==> src/rtl/exe_mem_req_if.sv <==
// exe_mem_req_if: SRAM-like data request channel (address phase plus data_ok return).
interface exe_mem_req_if;
  logic        req;
  logic        wr;
  logic [1:0]  size;
  logic [3:0]  wstrb;
  logic [31:0] addr;
  logic [31:0] wdata;
  logic        addr_ok;
  logic        data_ok;

  modport master (
    output req, wr, size, wstrb, addr, wdata,
    input  addr_ok, data_ok
  );

  modport slave (
    input  req, wr, size, wstrb, addr, wdata,
    output addr_ok, data_ok
  );
endinterface

==> src/rtl/exe_mem_req.sv <==
// exe_mem_req: EXE-stage memory request issue, strobe/store-data generation, orphan tracking.
// Optional macro ES_ALE_CHECK_EN: misaligned accesses raise es_ale and issue no request.
module exe_mem_req #(
  parameter int unsigned PAYLOAD_W = 150,
  parameter int unsigned ORPHAN_W  = 2
) (
  input  logic                 clk,
  input  logic                 resetn,
  input  logic                 ds2es_valid,
  output logic                 es_allowin,
  input  logic                 ds_mem_en,
  input  logic                 ds_mem_we,
  input  logic [1:0]           ds_mem_size,
  input  logic [31:0]          ds_mem_addr,
  input  logic [31:0]          ds_store_data,
  input  logic [PAYLOAD_W-1:0] ds_payload,
  input  logic                 ms_allowin,
  output logic                 es2ms_valid,
  output logic [PAYLOAD_W-1:0] es2ms_payload,
  output logic                 es_wait_data_ok,
  output logic [1:0]           es_addr_lo,
  output logic                 es_ale,
  output logic                 es_drop_data_ok,
  exe_mem_req_if.master        data_sram,
  input  logic                 ms_ex,
  input  logic                 wb_ex
);

  typedef enum logic [1:0] {IDLE, REQ, DONE, CANCEL} state_t;

  state_t                 state;
  logic                   req_hold;
  logic [ORPHAN_W-1:0]    orphan_cnt;
  logic                   we_q;
  logic [1:0]             size_q;
  logic [31:0]            addr_q;
  logic [3:0]             wstrb_q;
  logic [31:0]            wdata_q;
  logic [PAYLOAD_W-1:0]   payload_q;
  logic                   ale_q;
  logic                   wait_q;

  logic                   ale_c;
  logic [3:0]             wstrb_c;
  logic [31:0]            wdata_c;
  logic                   cnt_max_c;
  logic                   req_c;
  logic                   load_c;
  logic                   inc_c;
  logic                   dec_c;
  state_t                 load_state_c;

`ifdef ES_ALE_CHECK_EN
  assign ale_c = ds_mem_en & (((ds_mem_size == 2'd1) & ds_mem_addr[0]) |
                              (ds_mem_size[1] & (|ds_mem_addr[1:0])));
`else
  assign ale_c = 1'b0;
`endif

  // Store strobes and lane-replicated data; size 3 behaves as word.
  always_comb begin
    wstrb_c = 4'b1111;
    wdata_c = ds_store_data;
    case (ds_mem_size)
      2'd0: begin
        wstrb_c = 4'b0001 << ds_mem_addr[1:0];
        wdata_c = {4{ds_store_data[7:0]}};
      end
      2'd1: begin
        wstrb_c = ds_mem_addr[1] ? 4'b1100 : 4'b0011;
        wdata_c = {2{ds_store_data[15:0]}};
      end
      default: ;
    endcase
    if (!ds_mem_we) wstrb_c = 4'b0000;
  end

  assign cnt_max_c    = &orphan_cnt;
  assign es_allowin   = ((state == IDLE) | ((state == DONE) & ms_allowin)) & ~cnt_max_c;
  assign load_c       = ds2es_valid & es_allowin & ~wb_ex;
  assign load_state_c = (ds_mem_en & ~ale_c) ? REQ : DONE;

  // Once raised, the request is held until addr_ok regardless of ms_ex/wb_ex.
  assign req_c = ((state == REQ) & (req_hold | (~ms_ex & ~wb_ex))) | (state == CANCEL);

  // An accepted request whose instruction is flushed leaves a data_ok to discard.
  assign inc_c = ((state == REQ) & wb_ex & req_c & data_sram.addr_ok) |
                 ((state == DONE) & wb_ex & wait_q) |
                 ((state == CANCEL) & data_sram.addr_ok);
  assign dec_c = data_sram.data_ok & (orphan_cnt != '0);

  always_ff @(posedge clk or negedge resetn) begin
    if (!resetn) begin
      state      <= IDLE;
      req_hold   <= 1'b0;
      orphan_cnt <= '0;
      we_q       <= 1'b0;
      size_q     <= 2'd0;
      addr_q     <= 32'd0;
      wstrb_q    <= 4'd0;
      wdata_q    <= 32'd0;
      payload_q  <= '0;
      ale_q      <= 1'b0;
      wait_q     <= 1'b0;
    end else begin
      if (load_c) begin
        we_q      <= ds_mem_we;
        size_q    <= ds_mem_size;
        addr_q    <= ds_mem_addr;
        wstrb_q   <= wstrb_c;
        wdata_q   <= wdata_c;
        payload_q <= ds_payload;
        ale_q     <= ale_c;
      end

      if (inc_c & ~dec_c & ~cnt_max_c) orphan_cnt <= orphan_cnt + ORPHAN_W'(1);
      else if (dec_c & ~inc_c)         orphan_cnt <= orphan_cnt - ORPHAN_W'(1);

      case (state)
        IDLE: if (load_c) state <= load_state_c;
        REQ: begin
          if (wb_ex) begin
            if (req_hold & ~data_sram.addr_ok) begin
              state <= CANCEL;
            end else begin
              state    <= IDLE;
              req_hold <= 1'b0;
            end
          end else if (req_c & data_sram.addr_ok) begin
            state    <= DONE;
            wait_q   <= 1'b1;
            req_hold <= 1'b0;
          end else if (req_c) begin
            req_hold <= 1'b1;
          end
        end
        DONE: begin
          if (wb_ex) begin
            state  <= IDLE;
            wait_q <= 1'b0;
          end else if (ms_allowin) begin
            wait_q <= 1'b0;
            state  <= load_c ? load_state_c : IDLE;
          end
        end
        CANCEL: begin
          if (data_sram.addr_ok) begin
            state    <= IDLE;
            req_hold <= 1'b0;
          end
        end
        default: state <= IDLE;
      endcase
    end
  end

  assign es2ms_valid     = (state == DONE);
  assign es2ms_payload   = payload_q;
  assign es_wait_data_ok = wait_q;
  assign es_addr_lo      = addr_q[1:0];
  assign es_ale          = ale_q;
  assign es_drop_data_ok = (orphan_cnt != '0);

  assign data_sram.req   = req_c;
  assign data_sram.wr    = we_q;
  assign data_sram.size  = size_q;
  assign data_sram.wstrb = wstrb_q;
  assign data_sram.addr  = addr_q;
  assign data_sram.wdata = wdata_q;

endmodule

==> src/flat_wrapper.sv <==
// flat-port wrapper written by rule: the top's interface ports become plain ports
module exe_mem_req_flat 
#(
  parameter int unsigned PAYLOAD_W = 150,
  parameter int unsigned ORPHAN_W  = 2
)
  (clk, resetn, ds2es_valid, es_allowin, ds_mem_en, ds_mem_we, ds_mem_size, ds_mem_addr, ds_store_data, ds_payload, ms_allowin, es2ms_valid, es2ms_payload, es_wait_data_ok, es_addr_lo, es_ale, es_drop_data_ok, ms_ex, wb_ex, data_sram_req, data_sram_wr, data_sram_size, data_sram_wstrb, data_sram_addr, data_sram_wdata, data_sram_addr_ok, data_sram_data_ok);
  exe_mem_req_if data_sram_i ();
  input  logic clk;
  input  logic resetn;
  input  logic ds2es_valid;
  output logic es_allowin;
  input  logic ds_mem_en;
  input  logic ds_mem_we;
  input  logic [1:0] ds_mem_size;
  input  logic [31:0] ds_mem_addr;
  input  logic [31:0] ds_store_data;
  input  logic [PAYLOAD_W-1:0] ds_payload;
  input  logic ms_allowin;
  output logic es2ms_valid;
  output logic [PAYLOAD_W-1:0] es2ms_payload;
  output logic es_wait_data_ok;
  output logic [1:0] es_addr_lo;
  output logic es_ale;
  output logic es_drop_data_ok;
  input  logic ms_ex;
  input  logic wb_ex;
  output wire logic [$bits(data_sram_i.req)-1:0] data_sram_req;
  output wire logic [$bits(data_sram_i.wr)-1:0] data_sram_wr;
  output wire logic [$bits(data_sram_i.size)-1:0] data_sram_size;
  output wire logic [$bits(data_sram_i.wstrb)-1:0] data_sram_wstrb;
  output wire logic [$bits(data_sram_i.addr)-1:0] data_sram_addr;
  output wire logic [$bits(data_sram_i.wdata)-1:0] data_sram_wdata;
  input wire logic [$bits(data_sram_i.addr_ok)-1:0] data_sram_addr_ok;
  input wire logic [$bits(data_sram_i.data_ok)-1:0] data_sram_data_ok;
  assign data_sram_req = data_sram_i.req;
  assign data_sram_wr = data_sram_i.wr;
  assign data_sram_size = data_sram_i.size;
  assign data_sram_wstrb = data_sram_i.wstrb;
  assign data_sram_addr = data_sram_i.addr;
  assign data_sram_wdata = data_sram_i.wdata;
  assign data_sram_i.addr_ok = data_sram_addr_ok;
  assign data_sram_i.data_ok = data_sram_data_ok;
  exe_mem_req #(.PAYLOAD_W(PAYLOAD_W), .ORPHAN_W(ORPHAN_W)) u_core (.clk(clk), .resetn(resetn), .ds2es_valid(ds2es_valid), .es_allowin(es_allowin), .ds_mem_en(ds_mem_en), .ds_mem_we(ds_mem_we), .ds_mem_size(ds_mem_size), .ds_mem_addr(ds_mem_addr), .ds_store_data(ds_store_data), .ds_payload(ds_payload), .ms_allowin(ms_allowin), .es2ms_valid(es2ms_valid), .es2ms_payload(es2ms_payload), .es_wait_data_ok(es_wait_data_ok), .es_addr_lo(es_addr_lo), .es_ale(es_ale), .es_drop_data_ok(es_drop_data_ok), .data_sram(data_sram_i), .ms_ex(ms_ex), .wb_ex(wb_ex));
endmodule
==> config.mk <==
export PLATFORM = sky130hd
export DESIGN_NAME = exe_mem_req_flat
export DESIGN_NICKNAME = d
export VERILOG_FILES = /design/src/rtl/exe_mem_req_if.sv /design/src/rtl/exe_mem_req.sv /design/src/flat_wrapper.sv
export SDC_FILE = /design/constraint.sdc
export NUM_CORES = 1
export LEC_CHECK = 0
export BUFFER_PORTS_ARGS = -buffer_cell sky130_fd_sc_hd__buf_2
export CAP_MARGIN = 5
export CELL_PAD_IN_SITES_DETAIL_PLACEMENT = 0
export CELL_PAD_IN_SITES_GLOBAL_PLACEMENT = 1
export CORE_AREA = 4 4 172 174
export DETAILED_ROUTE_END_ITERATION = 16
export DIE_AREA = 0 0 176 178
export PLACE_DENSITY = 0.83
export SYNTH_ARGS = -nofsm -noshare
export SYNTH_HDL_FRONTEND = slang
export SYNTH_SLANG_ARGS = --single-unit
==> constraint.sdc <==
create_clock -name clk -period 4.2 [get_ports clk]
set_clock_uncertainty 0.15 [all_clocks]
set_input_delay 1.05 -clock clk [delete_from_list [all_inputs] [get_ports clk]]
set_output_delay 1.05 -clock clk [all_outputs]
set_load 0.005 [all_outputs]
==> results of run 1 <==
-- metal layers --
layer | wire, µm | up-vias
met5 | 8 | -
met1 | 12400 | 3901
met2 | 14600 | 320
li1 | - | 4048
met3 | 2550 | 44
met4 | 701 | 2
-- metrics by stage --
stage	power [mW]	hold slack [ns]
after floorplan	5.18	0.320
after global placement	6.86	0.302
after detailed placement	6.94	0.307
after CTS	9.19	0.321
after global routing	9.72	0.332
final	9.03	0.315
-- registers in the layout, summed over array words and instances (netlist names) --
name                    flops
u_core.state                2
u_core.req_hold             1
u_core.data_sram.size       2
u_core.es_wait_data_ok      1
u_core.data_sram.wr         1
u_core.data_sram.addr      32
u_core.data_sram.wstrb      4
u_core.orphan_cnt           2
u_core.es2ms_payload      150
u_core.data_sram.wdata     32
-- critical path, stage by stage, from the launching register on --
cell and delay [ns]:
dfrtp_1 0.42, inv_1 0.13, ha_1 0.34, a21o_1 0.26
and2_1 0.18, buf_2 0.12
-- path summary, 6_finish.rpt --
kind	slack (ns)	depth (start not counted)	start	end
min	0.32	2	u_core.es2ms_payload[55]$_DFFE_PN0N_	u_core.es2ms_payload[55]$_DFFE_PN0N_
max	1.04	5	u_core.state[0]$_DFFE_PN0P_	es_allowin
min in group asynchronous	0.40	1	resetn	u_core.data_sram.wdata[0]$_DFFE_PN0N_
min reg2reg	0.32	2	u_core.es2ms_payload[55]$_DFFE_PN0N_	u_core.es2ms_payload[55]$_DFFE_PN0N_
max reg2reg	1.43	7	u_core.state[0]$_DFFE_PN0P_	u_core.data_sram.wdata[31]$_DFFE_PN0N_
max in group asynchronous	2.67	2	resetn	u_core.es2ms_payload[75]$_DFFE_PN0N_
-- where the power goes --
part | total, mW | internal, mW | switching, mW
sequential | 3.77 | 3.21 | 0.554
combinational | 3.07 | 1.36 | 1.71
clock | 2.19 | 1.32 | 0.865
total | 9.03 | 5.90 | 3.13
-- logic make-up after synthesis --
| kind of cell | after synthesis | share of synthesized area, % |
|---|---|---|
| AND/OR/NAND/NOR | 638 | 26.4 |
| flip-flops | 227 | 61.8 |
| buffers and inverters | 67 | 4.12 |
| AO/OA/AOI/OAI | 60 | 3.94 |
| multiplexers | 28 | 3.09 |
| adder cells (fa/ha/maj) | 5 | 0.680 |
| other | 1 | 0.0408 |
-- placed cells by master, fill, tap and decap left out, types with 3 or more instances in the layout --
cell	count
clkbuf_8	3
nor2_1	16
dfrtp_1	227
diode_2	4
clkbuf_1	5
buf_12	7
clkinv_2	4
clkbuf_16	25
buf_2	452
inv_1	8
bufinv_16	3
nand2_1	609
buf_4	9
o21ai_0	31
a22o_1	3
mux2_1	3
a21oi_1	10
mux2i_1	25
ha_1	5
-- layout make-up --
| type | count | area (µm²) | area share (%) |
|---|---|---|---|
| Tap cell | 378 | 473 | 3.74 |
| Inverter | 9 | 33.8 | 0.267 |
| Clock inverter | 9 | 125 | 0.989 |
| Sequential cell | 227 | 5680 | 44.9 |
| Clock buffer | 33 | 686 | 5.42 |
| Timing Repair Buffer | 469 | 2480 | 19.6 |
| Multi-Input combinational cell | 732 | 3160 | 25.0 |
| Antenna cell | 4 | 10.0 | 0.0791 |
==> impl_metrics.json, run 1 <==
{
  "die_h_um": 178,
  "synth_edf_count": 0,
  "cts-root-buf": "clkbuf_16",
  "synthToLayoutAreaGrowth_pct": 37.5,
  "avgSynthCellArea_um2": 8.97,
  "dp_hpwl_um": 22500,
  "core-area_um2": 27800,
  "firstDrtPassIters": 4,
  "busiest_layer": "met2",
  "met3_usage_pct": 5.00,
  "dpl_cell_area_um2": 11800,
  "routed_wl_um": 30200,
  "grt_pass1_vias": 8380,
  "gp_congestion": 0.854,
  "synth-seq-area-share_pct": 61.8,
  "worst_pin_slew_ns": 0.818,
  "synth_most_common_cell": "nand2_1",
  "place_ws_ns": 1.07,
  "synth-main-ff-cell": "dfrtp_1",
  "cts_resized": 0,
  "vias_per_cell": 4.47,
  "grt.met2_usage_pct": 30.7,
  "track_usage_pct": 18.4,
  "rsz0062_at_grt": "false",
  "vdd_drop_max_mv": 0.405,
  "die_w_um": 176,
  "powerDensity_nw_per_um2": 714,
  "grt_start_max_net_pins": 96,
  "start_util_pct": 33.1,
  "clk-insertion-delay-late_ns": 0.51,
  "yosysWarnings": 0,
  "ios": 455,
  "setup_tns_ns": 0,
  "htreeDepth": 1,
  "cts.sinks": 227,
  "status": "completed",
  "port_buffers": 453,
  "synth_cell_types": 42,
  "cp.arrival_ns": 1.96,
  "clk_pin_slew_worst_paths_ns": 0.06,
  "synthTopCellsByCount": "609 x nand2_1, 227 x dfrtp_1, 31 x o21ai_0",
  "cellLeakagePower_nw": 7.34,
  "hold_violations": 0,
  "cts_setup_buffers": 0,
  "syn_area_um2": 9200,
  "path_max_fanout": 7,
  "die-area_um2": 31300,
  "slew_violations": 0,
  "synth_top_area_share_pct": 61.8,
  "use_met1_pct": 23.8,
  "overflow": 0,
  "n_fill_cell": 2823,
  "critical_path_required_ns": 3.00,
  "dr_total_vias": 8315,
  "drive_gt1_share_pct": 34.8,
  "timing.max_cap.violations": 0,
  "fin_nets": 1694,
  "dp.cells": 1815,
  "ys_ff_latch": 227,
  "cts_inserted_buffers": 24,
  "antenna_found_initial": 3,
  "row_count": 61,
  "cts_tree": "yes",
  "setup_ws_ns": 1.04,
  "relSlewSlack_pct": 45.4,
  "yosys.area.top_type": "dfrtp_1",
  "worstSetupPathType": "reg -> out",
  "cts_hold_buffers": 0,
  "start_kind": "flip-flop",
  "cts_buffer_depth": 3,
  "synthesis.instances": 1026,
  "final_area_um2": 12600,
  "period_minus_slack_ns": 3.16,
  "async_flop_share_pct": 100,
  "instances_no_fill": 1861,
  "hold_class": "reg -> reg",
  "end_kind": "output pin",
  "syn-num-nets": 1257,
  "wl_per_cell_um": 16.2,
  "postRouteAntennaNets": 0,
  "grt_pass1_wl_um": 46200,
  "drtIter0Drc": 487,
  "post-route-period-util_pct": 75.1,
  "fmaxAchievable_mhz": 317,
  "report.final.setup_viol": 0,
  "drc_errors": 0,
  "synthTopCellsByArea": "dfrtp_1 62%, nand2_1 25%, mux2i_1 2.7%",
  "final_util_pct": 45.5
}
Note: power is estimated with default switching activity, not from simulation.
==> run 2, diff against run 1 <==
--- a/config.mk
+++ b/config.mk
@@ -9,10 +9,11 @@
 export CAP_MARGIN = 5
 export CELL_PAD_IN_SITES_DETAIL_PLACEMENT = 0
 export CELL_PAD_IN_SITES_GLOBAL_PLACEMENT = 1
-export CORE_AREA = 4 4 172 174
+export CORE_ASPECT_RATIO = 1.25
+export CORE_MARGIN = 4
+export CORE_UTILIZATION = 30
 export DETAILED_ROUTE_END_ITERATION = 16
-export DIE_AREA = 0 0 176 178
-export PLACE_DENSITY = 0.83
+export PLACE_DENSITY = 0.8
 export SYNTH_ARGS = -nofsm -noshare
 export SYNTH_HDL_FRONTEND = slang
 export SYNTH_SLANG_ARGS = --single-unit
==> constraint.sdc (replaced) <==
create_clock -name clk -period 2.8 [get_ports clk]
set_clock_uncertainty 0.15 [all_clocks]
set_input_delay 0.7 -clock clk [delete_from_list [all_inputs] [get_ports clk]]
set_output_delay 0.7 -clock clk [all_outputs]
set_load 0.005 [all_outputs]
==> impl_metrics.json, run 2 (synthesis gave the netlist of run 1 again) <==
{
  "start_kind": "flip-flop",
  "die_h_um": 204,
  "diodes": 0,
  "end_kind": "output pin",
  "overflow": 0,
  "clk-insertion-delay-late_ns": 0.51,
  "postRouteAntennaNets": 0,
  "slew_violations": 0,
  "setup_tns_ns": 0,
  "critPathSlowestCell": "dfrtp_1",
  "gp_congestion": 0.821,
  "track_usage_pct": 16.9,
  "layout_commonest_cell": "nand2_1",
  "mostFrequentLayoutCells": "609 x nand2_1, 452 x buf_2, 227 x dfrtp_1",
  "period_minus_slack_ns": 2.68,
  "rsz0062_at_grt": "false",
  "core-area_um2": 30200,
  "ios": 455,
  "vias_per_cell": 4.38,
  "die-area_um2": 33500,
  "routed_wl_um": 29800,
  "worst_pin_slew_ns": 0.572,
  "largest_register_ffs": 150,
  "cellLeakagePower_nw": 7.40,
  "cts_tree": "yes",
  "htreeDepth": 1,
  "row_count": 71,
  "setup_ws_ns": 0.118,
  "cts-root-buf": "clkbuf_16",
  "worstSetupPathType": "reg -> out",
  "path_max_fanout": 7,
  "wl_per_cell_um": 15.8,
  "critical_path_required_ns": 1.95,
  "cts.sinks": 227,
  "hold_violations": 0,
  "dpl_cell_area_um2": 11900,
  "report.final.setup_viol": 0,
  "dp_hpwl_um": 22400,
  "drc_errors": 0,
  "die_w_um": 165,
  "fmaxAchievable_mhz": 373,
  "grt_pass1_vias": 8297,
  "final_area_um2": 12800,
  "hold_class": "in -> reg",
  "firstDrtPassIters": 5,
  "port_buffers": 453,
  "antenna_found_initial": 2,
  "rrSetupSlack_ns": 0.56,
  "cts_buffer_depth": 3,
  "grt_start_max_net_pins": 107,
  "post-route-period-util_pct": 95.8,
  "clk_pin_slew_worst_paths_ns": 0.06,
  "drtIter0Drc": 568,
  "powerDensity_nw_per_um2": 1070,
  "status": "completed",
  "vdd_drop_max_mv": 0.443,
  "fin_nets": 1699,
  "cts_inserted_buffers": 24,
  "relSlewSlack_pct": 61.8,
  "drive_gt1_share_pct": 35.2,
  "max_stage_delay_ns": 0.41,
  "grt_pass1_wl_um": 45400,
  "start_util_pct": 30.5,
  "path_cells": "inv_1, ha_2, a21o_1, and2_1, buf_2",
  "synthToLayoutAreaGrowth_pct": 38.9,
  "timing.max_cap.violations": 0,
  "cts_setup_buffers": 0,
  "cp.arrival_ns": 1.83,
  "dr_total_vias": 8254,
  "place_ws_ns": 0.527,
  "n_fill_cell": 3075
}
==> run 2: cell count changes in the layout (fill, tap and decap cells not counted), moves of 2 or more <==
cell,previous run,this run
diode_2,4,0
clkbuf_8,3,6
buf_4,9,12
clkinvlp_4,2,0
clkbuf_1,5,3
==> run 2: metal layers <==
metal	GRT usage, %	vias up	wire [µm]
met1	20.1	3784	11500
met2	28.7	346	14200
met4	6.24	4	1060
li1	-	4055	-
met3	4.95	65	2910
met5	0	-	23
==> run 2: power breakdown <==
part / leakage, nW / internal (mW) / switching [mW]
logic: 4.15 / 2.04 / 2.52
clock network: 0.431 / 2.15 / 1.29
registers: 2.82 / 4.82 / 0.826
total: 7.40 / 9.01 / 4.63
==> run 2: final timing paths <==
| kind | from | endpoint | depth (start not counted) |
|---|---|---|---|
| worst min-delay path | ds_payload[137] | u_core.es2ms_payload[137]$_DFFE_PN0N_ | 3 |
| worst max register to register | u_core.state[0]$_DFFE_PN0P_ | u_core.es2ms_payload[71]$_DFFE_PN0N_ | 7 |
| max in group asynchronous | resetn | u_core.req_hold$_DFFE_PN0P_ | 3 |
| worst min register to register | u_core.es2ms_payload[28]$_DFFE_PN0N_ | u_core.es2ms_payload[28]$_DFFE_PN0N_ | 2 |
| worst max-delay path | u_core.state[0]$_DFFE_PN0P_ | es_allowin | 5 |
| min in group asynchronous | resetn | u_core.es2ms_payload[53]$_DFFE_PN0N_ | 2 |
==> run 2: area by class of cell <==
class	instances	area (µm²)	area share [%]
Sequential cell	227	5680	44.5
Multi-Input combinational cell	732	3160	24.7
Timing Repair Buffer	474	2540	19.9
Clock buffer	34	719	5.63
Tap cell	401	502	3.93
Clock inverter	9	145	1.14
Inverter	9	33.8	0.264
==> run 2: through the flow <==
| stage | power, mW | util [%] | instances | hold WS (ns) |
|---|---|---|---|---|
| final | 13.6 | 42.3 | 1886 | 0.217 |
| after global routing | 14.7 | 42.3 | 1886 | 0.198 |
| after CTS | 13.9 | 42.3 | 1886 | 0.190 |
| after detailed placement | 10.4 | 39.4 | 1842 | 0.306 |
| after global placement | 10.2 | 39.4 | 1842 | 0.303 |
| after floorplan | 7.78 | - | 1026 | 0.254 |
==> run 2: critical path, delay by kind of cell (launching register included) <==
kind | cells | cell delay (ns)
buffers and inverters | 2 | 0.23
AOI/OAI and AO/OA | 1 | 0.24
DFF | 1 | 0.41
and+or+nand+nor | 1 | 0.16
adders and majority gates | 1 | 0.28
==> run 2: timing repair <==
item                                    CTS  global route
gates resized for setup                   0             1
endpoints found under the setup margin    0             1
hold endpoints to repair                 15             0
hold buffers                              1             0
